**src/rtl/fp_mult_seq_if.sv**
```systemverilog
// Operand/result handshake bundle for the sequential floating-point multiplier.
// Valid/ready semantics on both channels: a transfer happens on a rising clk
// edge where valid && ready are both high; the sender holds its payload and
// valid stable until that edge, and ready may be low without conditions.
interface fp_mult_seq_if #(
  parameter int EXP_W = 8,
  parameter int MAN_W = 23
);
  localparam int W = 1 + EXP_W + MAN_W;

  logic         in_valid;
  logic         in_ready;
  logic [W-1:0] a;
  logic [W-1:0] b;
  logic         out_valid;
  logic         out_ready;
  logic [W-1:0] result;
  logic [3:0]   flags;

  // Operand issuer / result consumer side.
  modport master (
    output in_valid, a, b, out_ready,
    input  in_ready, out_valid, result, flags
  );

  // Multiplier side.
  modport slave (
    input  in_valid, a, b, out_ready,
    output in_ready, out_valid, result, flags
  );
endinterface

```
**src/rtl/fp_mult_seq.sv**
```systemverilog
// Sequential IEEE-754-style multiplier with configurable field widths.
// Mantissas are multiplied one multiplier bit per cycle (shift-add), then the
// product is normalised, rounded to nearest-even and range-checked. Subnormal
// inputs are treated as zero and underflowing results flush to zero.
// Latency is fixed: special operands still walk the full multiply count.
module fp_mult_seq #(
  parameter  int EXP_W = 8,
  parameter  int MAN_W = 23,
  localparam int W     = 1 + EXP_W + MAN_W
) (
  input  logic              clk,
  input  logic              rst_n,
  fp_mult_seq_if.slave      bus,
  output logic [2:0]        dbg_state
);

  localparam int N  = MAN_W + 1;          // significand width incl. hidden bit
  localparam int PW = 2 * N;              // full product width
  localparam int EW = EXP_W + 2;          // signed working exponent width
  localparam int CW = $clog2(N + 1);      // multiply step counter width

  localparam logic signed [EW-1:0] BIAS = EW'((1 << (EXP_W - 1)) - 1);
  localparam logic signed [EW-1:0] EMAX = EW'((1 << EXP_W) - 1);
  localparam logic [EXP_W-1:0]     ONES = '1;
  localparam logic [W-1:0]         QNAN = {1'b0, ONES, 1'b1, {(MAN_W-1){1'b0}}};

  typedef enum logic [2:0] {
    S_IDLE  = 3'd0,
    S_MUL   = 3'd1,
    S_NORM  = 3'd2,
    S_ROUND = 3'd3,
    S_DONE  = 3'd4
  } state_t;

  state_t state;
  state_t state_nx;

  // Operand fields as seen on the input bus.
  logic [EXP_W-1:0] ea;
  logic [EXP_W-1:0] eb;
  logic [MAN_W-1:0] fa;
  logic [MAN_W-1:0] fb;

  // Captured operation context.
  logic                 sign;
  logic                 a_zero, a_inf, a_nan;
  logic                 b_zero, b_inf, b_nan;
  logic [N-1:0]         mcand;
  logic [N-1:0]         mplier;
  logic [PW-1:0]        prod;
  logic [CW-1:0]        cnt;
  logic signed [EW-1:0] exp_sum;

  // Normalised mantissa and rounding bits.
  logic [MAN_W-1:0]     frac_n;
  logic                 g_bit;
  logic                 r_bit;
  logic                 s_bit;

  // Registered outputs.
  logic [W-1:0]         result_r;
  logic [3:0]           flags_r;

  // Combinational helpers.
  logic [N:0]           acc_sum;
  logic [PW-2:0]        norm;
  logic                 rnd_inc;
  logic [MAN_W:0]       rnd_sum;
  logic signed [EW-1:0] exp_fin;
  logic [W-1:0]         res_nx;
  logic [3:0]           flg_nx;

  assign ea = bus.a[W-2:MAN_W];
  assign eb = bus.b[W-2:MAN_W];
  assign fa = bus.a[MAN_W-1:0];
  assign fb = bus.b[MAN_W-1:0];

  assign bus.in_ready  = (state == S_IDLE);
  assign bus.out_valid = (state == S_DONE);
  assign bus.result    = result_r;
  assign bus.flags     = flags_r;
  assign dbg_state     = state;

  // One shift-add step: add the multiplicand into the upper half when the
  // current multiplier bit is set; the carry-out becomes the new top bit.
  assign acc_sum = {1'b0, prod[PW-1:N]} + (mplier[0] ? {1'b0, mcand} : {(N+1){1'b0}});

  // Bring the leading one to bit PW-1 (dropped, it is the hidden bit).
  assign norm = prod[PW-1] ? prod[PW-2:0] : {prod[PW-3:0], 1'b0};

  // Round to nearest, ties to even; a carry out of the fraction bumps the exponent.
  assign rnd_inc = g_bit & (r_bit | s_bit | frac_n[0]);
  assign rnd_sum = {1'b0, frac_n} + {{MAN_W{1'b0}}, rnd_inc};
  assign exp_fin = exp_sum + $signed({{(EW-1){1'b0}}, rnd_sum[MAN_W]});

  // State register.
  always_ff @(posedge clk or negedge rst_n) begin
    if (!rst_n) state <= S_IDLE;
    else        state <= state_nx;
  end

  // Next-state sequencing through the fixed-latency pipeline of phases.
  always_comb begin
    state_nx = state;
    case (state)
      S_IDLE:  if (bus.in_valid) state_nx = S_MUL;
      S_MUL:   if (cnt == CW'(N - 1)) state_nx = S_NORM;
      S_NORM:  state_nx = S_ROUND;
      S_ROUND: state_nx = S_DONE;
      S_DONE:  if (bus.out_ready) state_nx = S_IDLE;
      default: state_nx = S_IDLE;
    endcase
  end

  // Result selection: special operands first, then range checks on the
  // rounded exponent, otherwise the rounded normal number.
  always_comb begin
    res_nx = '0;
    flg_nx = 4'b0000;
    if (a_nan || b_nan) begin
      res_nx = QNAN;
    end else if ((a_inf && b_zero) || (a_zero && b_inf)) begin
      res_nx = QNAN;
      flg_nx = 4'b1000;
    end else if (a_inf || b_inf) begin
      res_nx = {sign, ONES, {MAN_W{1'b0}}};
    end else if (a_zero || b_zero) begin
      res_nx = {sign, {(W-1){1'b0}}};
    end else if (!exp_fin[EW-1] && (exp_fin >= EMAX)) begin
      res_nx = {sign, ONES, {MAN_W{1'b0}}};
      flg_nx = 4'b0101;
    end else if (exp_fin[EW-1] || (exp_fin == '0)) begin
      res_nx = {sign, {(W-1){1'b0}}};
      flg_nx = 4'b0011;
    end else begin
      res_nx = {sign, exp_fin[EXP_W-1:0], rnd_sum[MAN_W-1:0]};
      flg_nx = {3'b000, g_bit | r_bit | s_bit};
    end
  end

  // Datapath registers advanced according to the current phase.
  always_ff @(posedge clk or negedge rst_n) begin
    if (!rst_n) begin
      sign     <= 1'b0;
      a_zero   <= 1'b0;
      a_inf    <= 1'b0;
      a_nan    <= 1'b0;
      b_zero   <= 1'b0;
      b_inf    <= 1'b0;
      b_nan    <= 1'b0;
      mcand    <= '0;
      mplier   <= '0;
      prod     <= '0;
      cnt      <= '0;
      exp_sum  <= '0;
      frac_n   <= '0;
      g_bit    <= 1'b0;
      r_bit    <= 1'b0;
      s_bit    <= 1'b0;
      result_r <= '0;
      flags_r  <= 4'b0000;
    end else begin
      case (state)
        S_IDLE: begin
          if (bus.in_valid) begin
            sign    <= bus.a[W-1] ^ bus.b[W-1];
            a_zero  <= (ea == '0);
            a_inf   <= (ea == ONES) && (fa == '0);
            a_nan   <= (ea == ONES) && (fa != '0);
            b_zero  <= (eb == '0);
            b_inf   <= (eb == ONES) && (fb == '0);
            b_nan   <= (eb == ONES) && (fb != '0);
            mcand   <= {1'b1, fa};
            mplier  <= {1'b1, fb};
            prod    <= '0;
            cnt     <= '0;
            exp_sum <= $signed({2'b00, ea}) + $signed({2'b00, eb}) - BIAS;
            flags_r <= 4'b0000;
          end
        end
        S_MUL: begin
          prod   <= {acc_sum, prod[N-1:1]};
          mplier <= mplier >> 1;
          cnt    <= cnt + CW'(1);
        end
        S_NORM: begin
          frac_n <= norm[PW-2 -: MAN_W];
          g_bit  <= norm[N-1];
          r_bit  <= norm[N-2];
          s_bit  <= |norm[N-3:0];
          if (prod[PW-1]) exp_sum <= exp_sum + EW'(1);
        end
        S_ROUND: begin
          result_r <= res_nx;
          flags_r  <= flg_nx;
        end
        default: ;
      endcase
    end
  end

endmodule
```
**src/flat_wrapper.sv**
```systemverilog
// flat-port wrapper written by rule: the top's interface ports become plain ports
module fp_mult_seq_flat 
#(
  parameter  int EXP_W = 8,
  parameter  int MAN_W = 23,
  localparam int W     = 1 + EXP_W + MAN_W
)
  (clk, rst_n, dbg_state, bus_in_valid, bus_a, bus_b, bus_out_ready, bus_in_ready, bus_out_valid, bus_result, bus_flags);
  fp_mult_seq_if #(.EXP_W(EXP_W), .MAN_W(MAN_W)) bus_i ();
  input  logic clk;
  input  logic rst_n;
  output logic [2:0] dbg_state;
  input wire logic [$bits(bus_i.in_valid)-1:0] bus_in_valid;
  input wire logic [$bits(bus_i.a)-1:0] bus_a;
  input wire logic [$bits(bus_i.b)-1:0] bus_b;
  input wire logic [$bits(bus_i.out_ready)-1:0] bus_out_ready;
  output wire logic [$bits(bus_i.in_ready)-1:0] bus_in_ready;
  output wire logic [$bits(bus_i.out_valid)-1:0] bus_out_valid;
  output wire logic [$bits(bus_i.result)-1:0] bus_result;
  output wire logic [$bits(bus_i.flags)-1:0] bus_flags;
  assign bus_i.in_valid = bus_in_valid;
  assign bus_i.a = bus_a;
  assign bus_i.b = bus_b;
  assign bus_i.out_ready = bus_out_ready;
  assign bus_in_ready = bus_i.in_ready;
  assign bus_out_valid = bus_i.out_valid;
  assign bus_result = bus_i.result;
  assign bus_flags = bus_i.flags;
  fp_mult_seq #(.EXP_W(EXP_W), .MAN_W(MAN_W)) u_core (.clk(clk), .rst_n(rst_n), .bus(bus_i), .dbg_state(dbg_state));
endmodule
```
**config.mk**
```make
export PLATFORM = sky130hd
export DESIGN_NAME = fp_mult_seq_flat
export DESIGN_NICKNAME = d
export VERILOG_FILES = /design/src/rtl/fp_mult_seq_if.sv /design/src/rtl/fp_mult_seq.sv /design/src/flat_wrapper.sv
export SDC_FILE = /design/constraint.sdc
export NUM_CORES = 1
export LEC_CHECK = 0
export BUFFER_PORTS_ARGS = -buffer_cell sky130_fd_sc_hd__buf_2
export CAP_MARGIN = 20
export CORE_UTILIZATION = 42
export DETAILED_ROUTE_END_ITERATION = 10
export MAX_ROUTING_LAYER = met4
export PLACE_DENSITY = 0.57
export SLEW_MARGIN = 20
export SYNTH_ARGS = -nofsm -noshare
export SYNTH_HDL_FRONTEND = slang
export SYNTH_SLANG_ARGS = --single-unit
```
**constraint.sdc**
```tcl
create_clock -name clk -period 4.6 [get_ports clk]
set_input_delay 0.92 -clock clk [delete_from_list [all_inputs] [get_ports clk]]
set_output_delay 0.92 -clock clk [all_outputs]
set_load 0.01 [all_outputs]
```
==> out/results.tsv <==
stage	metric	value	unit
run_status	status	finished clean	
floorplan	ios	109	
power	power	7.26	mW
synth	synth_area_leaders	dfrtp_1 (45%), nand2_1 (8.7%), ha_1 (4.7%)	
setup_path	critPathKind	flip-flop to flip-flop	
sta	rsz0062_at_grt	false	
clocking	clockBufferDepth	2	
clocking	cts.sink_count	183	
setup_path	path_buf_inv	0	
drt	routed_wl	23800	um
synth	ys.flop_type	dfrtp_1	
floorplan	start_util	43.1	%
drt	drc	0	
sta	slew_violations	0	
sta	fin_setup_tns	0	ps
clocking	clkSlewWorstSetupHoldPaths	70	ps
run	maxCapViolCount	0	
synth	yosysTopAreaCellShare	45.0	%
synth	synth-seq-cells	183	
clocking	cts_tree	done	
synth	synth_async_sr_flop_share	100	%
floorplan	num_rows	56	
setup_path	critPathLaunchType	flip-flop	
drt	drt_iter0_markers	519	
global_routing	grt.total_usage	21.1	%
drt	via_per_inst	5.31	
power	power_density	626	nW/um2
floorplan	die-height	158	um
synth	ys_seq_area_share	45.0	%
min_path	hold_path.class	flip-flop to flip-flop	
clocking	tritoncts.num_buffers	17	
synth	yosys-top-cells-count	nand2_1 (236), dfrtp_1 (183), nor2_1 (105)	
global_routing	grt_max_degree	82	
global_routing	grt_pass1_vias	7929	
final_layout	fillers	2319	
floorplan	die_area	24800	um2
setup_path	cp_slowest_cell	dfrtp_1	
final_layout	antenna_cells	0	
synth	ys_types	69	
final_layout	drive_above_1_share	14.5	%
placement	place_congestion	0.814	
setup_path	cp_cell_sequence	nand4_1, nor2_1, nand3_1, nor3_1, and3_1, and3_1, ha_1, ha_1, nand2_1, nor3_1, xnor2_2, o41a_4, nand2_2, nor4_4, nand2_4, o21ai_0	
sta	period_share	88.0	%
final_layout	layout.nets	1342	
setup_path	cp_top_family	simple AND/OR/NAND/NOR gates	
synth	synth_edf_count	0	
clocking	cts_setup_buffers	0	
clocking	clkLatencyLatePin	440	ps
global_routing	antenna_found_initial	0	
sta	setup-violations-final	0	
drt	drt-pass1-iter-count	5	
sta	max_freq	247	MHz
sta	hold_viol	0	
placement	io_buffer_count	108	
global_routing	overflow	0	
clocking	ctsResizeCount	0	
synth	synth.most_common_cell	nand2_1	
synth	synth_warnings	0	
synth	synth_top_area_cell	dfrtp_1	
synth	synthCells	1154	
setup_path	reg2reg_slack	550	ps
floorplan	core	23600	um2
sta	relSlewSlack	32.4	%
setup_path	slowest_delay	410	ps
final_layout	final_core_util	49.1	%
final_layout	syn2layout_area_growth	14.1	%
clocking	htreeDepth	4	
drt	vias	8319	
floorplan	die_x	158	um
setup_path	crit_arrival	4400	ps
power	irDropWorstVdd	0.247	mV
clocking	clockRootBuffer	clkbuf_16	
drt	wl_per_cell	15.2	um
sta	min_period	4050	ps
sta	finalClockSkew	11.9	ps
sta	holdWs	468	ps
sta	worst_pin_slew	1010	ps
global_routing	grt_pass1_wl	40200	um
setup_path	worstPathRequired	4950	ps
setup_path	path_max_fanout	18	
synth	synth_nets	1262	
synth	syn_area	10200	um2
synth	syn_area_per_cell	8.81	um2
setup_path	worstSetupEndpointType	flip-flop	
power	leakagePower	5.43	nW
drt	ant_nets	0	
placement	hpwl	16800	um
clocking	cts_hold_buffers	0	
==> registers in the layout, indices dropped and copies added, names as in the netlist <==
signal and flops:
u_core.g_bit 1, u_core.cnt 5, u_core.bus.result 32, u_core.frac_n 23
u_core.sign 1, u_core.b_nan 1, u_core.r_bit 1, u_core.a_nan 1
u_core.a_zero 1, u_core.bus.flags 4, u_core.exp_sum 10, u_core.dbg_state 3
u_core.a_inf 1, u_core.b_inf 1, u_core.prod 48, u_core.mcand 24
u_core.b_zero 1, u_core.s_bit 1, u_core.mplier 24
==> per-stage QoR <==
step	std cells	setup slack, ps	cell area (um2)
4_1_cts	1566	501	11600
5_1_grt	1566	116	11600
3_3_place_gp	1534	593	11000
2_1_floorplan	1154	1060	10200
6_report	1566	553	11600
3_5_place_dp	1534	517	11000
==> cell usage in the layout (no fill, tap or decap), drive strengths merged, types with 20 or more instances in the layout <==
cell type  count
nand2        238
dfrtp        183
buf          117
nor3          20
a31oi         27
nor2         105
inv           23
a21oi         62
o21ai         73
xor2          24
xnor2         32
ha            38
nand3         67
mux2i         27
and2          28
==> worst reg2reg max path, cell delays in order, from the launching register on <==
cell     delay (ps)
dfrtp_1         410
nand4_1         160
nor2_1          200
nand3_1         210
nor3_1          310
and3_1          280
and3_1          210
ha_1            190
ha_1            240
nand2_1          90
nor3_1          310
xnor2_2         210
o41a_4          250
nand2_2          70
nor4_4          360
nand2_4         230
o21ai_0         230
==> cell families after synthesis <==
kind of cell	Yosys count	synth area share, %
AND/OR/NAND/NOR	533	24.0
AO/OA/AOI/OAI	242	15.4
flip-flops	183	45.0
buffers and inverters	73	2.87
XOR/XNOR	56	4.97
adder cells (fa/ha/maj)	40	5.07
multiplexers	27	2.66
==> power breakdown <==
group / leakage [nW] / internal, mW / switching, mW / total (mW)
combinational: 2.81 / 1.32 / 1.73 / 3.04
sequential: 2.32 / 2.17 / 0.528 / 2.70
clock: 0.295 / 0.847 / 0.671 / 1.52
total: 5.43 / 4.33 / 2.93 / 7.26
==> worst paths after layout <==
path | start | end | cells past startpoint
max in group asynchronous | rst_n | u_core.exp_sum[6] | 2
min | u_core.mcand[22] | u_core.mcand[22] | 2
max | u_core.g_bit | u_core.bus.result[8] | 16
max reg2reg | u_core.g_bit | u_core.bus.result[8] | 16
min in group asynchronous | rst_n | u_core.prod[1] | 1
min reg2reg | u_core.mcand[22] | u_core.mcand[22] | 2
==> routing by layer <==
metal | global-route usage, % | wire, um | vias to the layer above
met3 | 2.68 | 840 | 19
met5 | - | 0 | -
met4 | 5.59 | 230 | 0
met1 | 30.3 | 12300 | 3907
met2 | 31.3 | 10400 | 157
li1 | - | - | 4236
==> area by class of cell <==
cell class / instances / area, um2 / share of cell area (%)
Timing Repair Buffer: 117 / 627 / 5.40
Clock buffer: 19 / 453 / 3.90
Sequential cell: 183 / 4580 / 39.5
Clock inverter: 13 / 159 / 1.37
Multi-Input combinational cell: 898 / 5320 / 45.9
Inverter: 17 / 63.8 / 0.550
Tap cell: 319 / 399 / 3.44
Power figures use the tool's default switching activity.
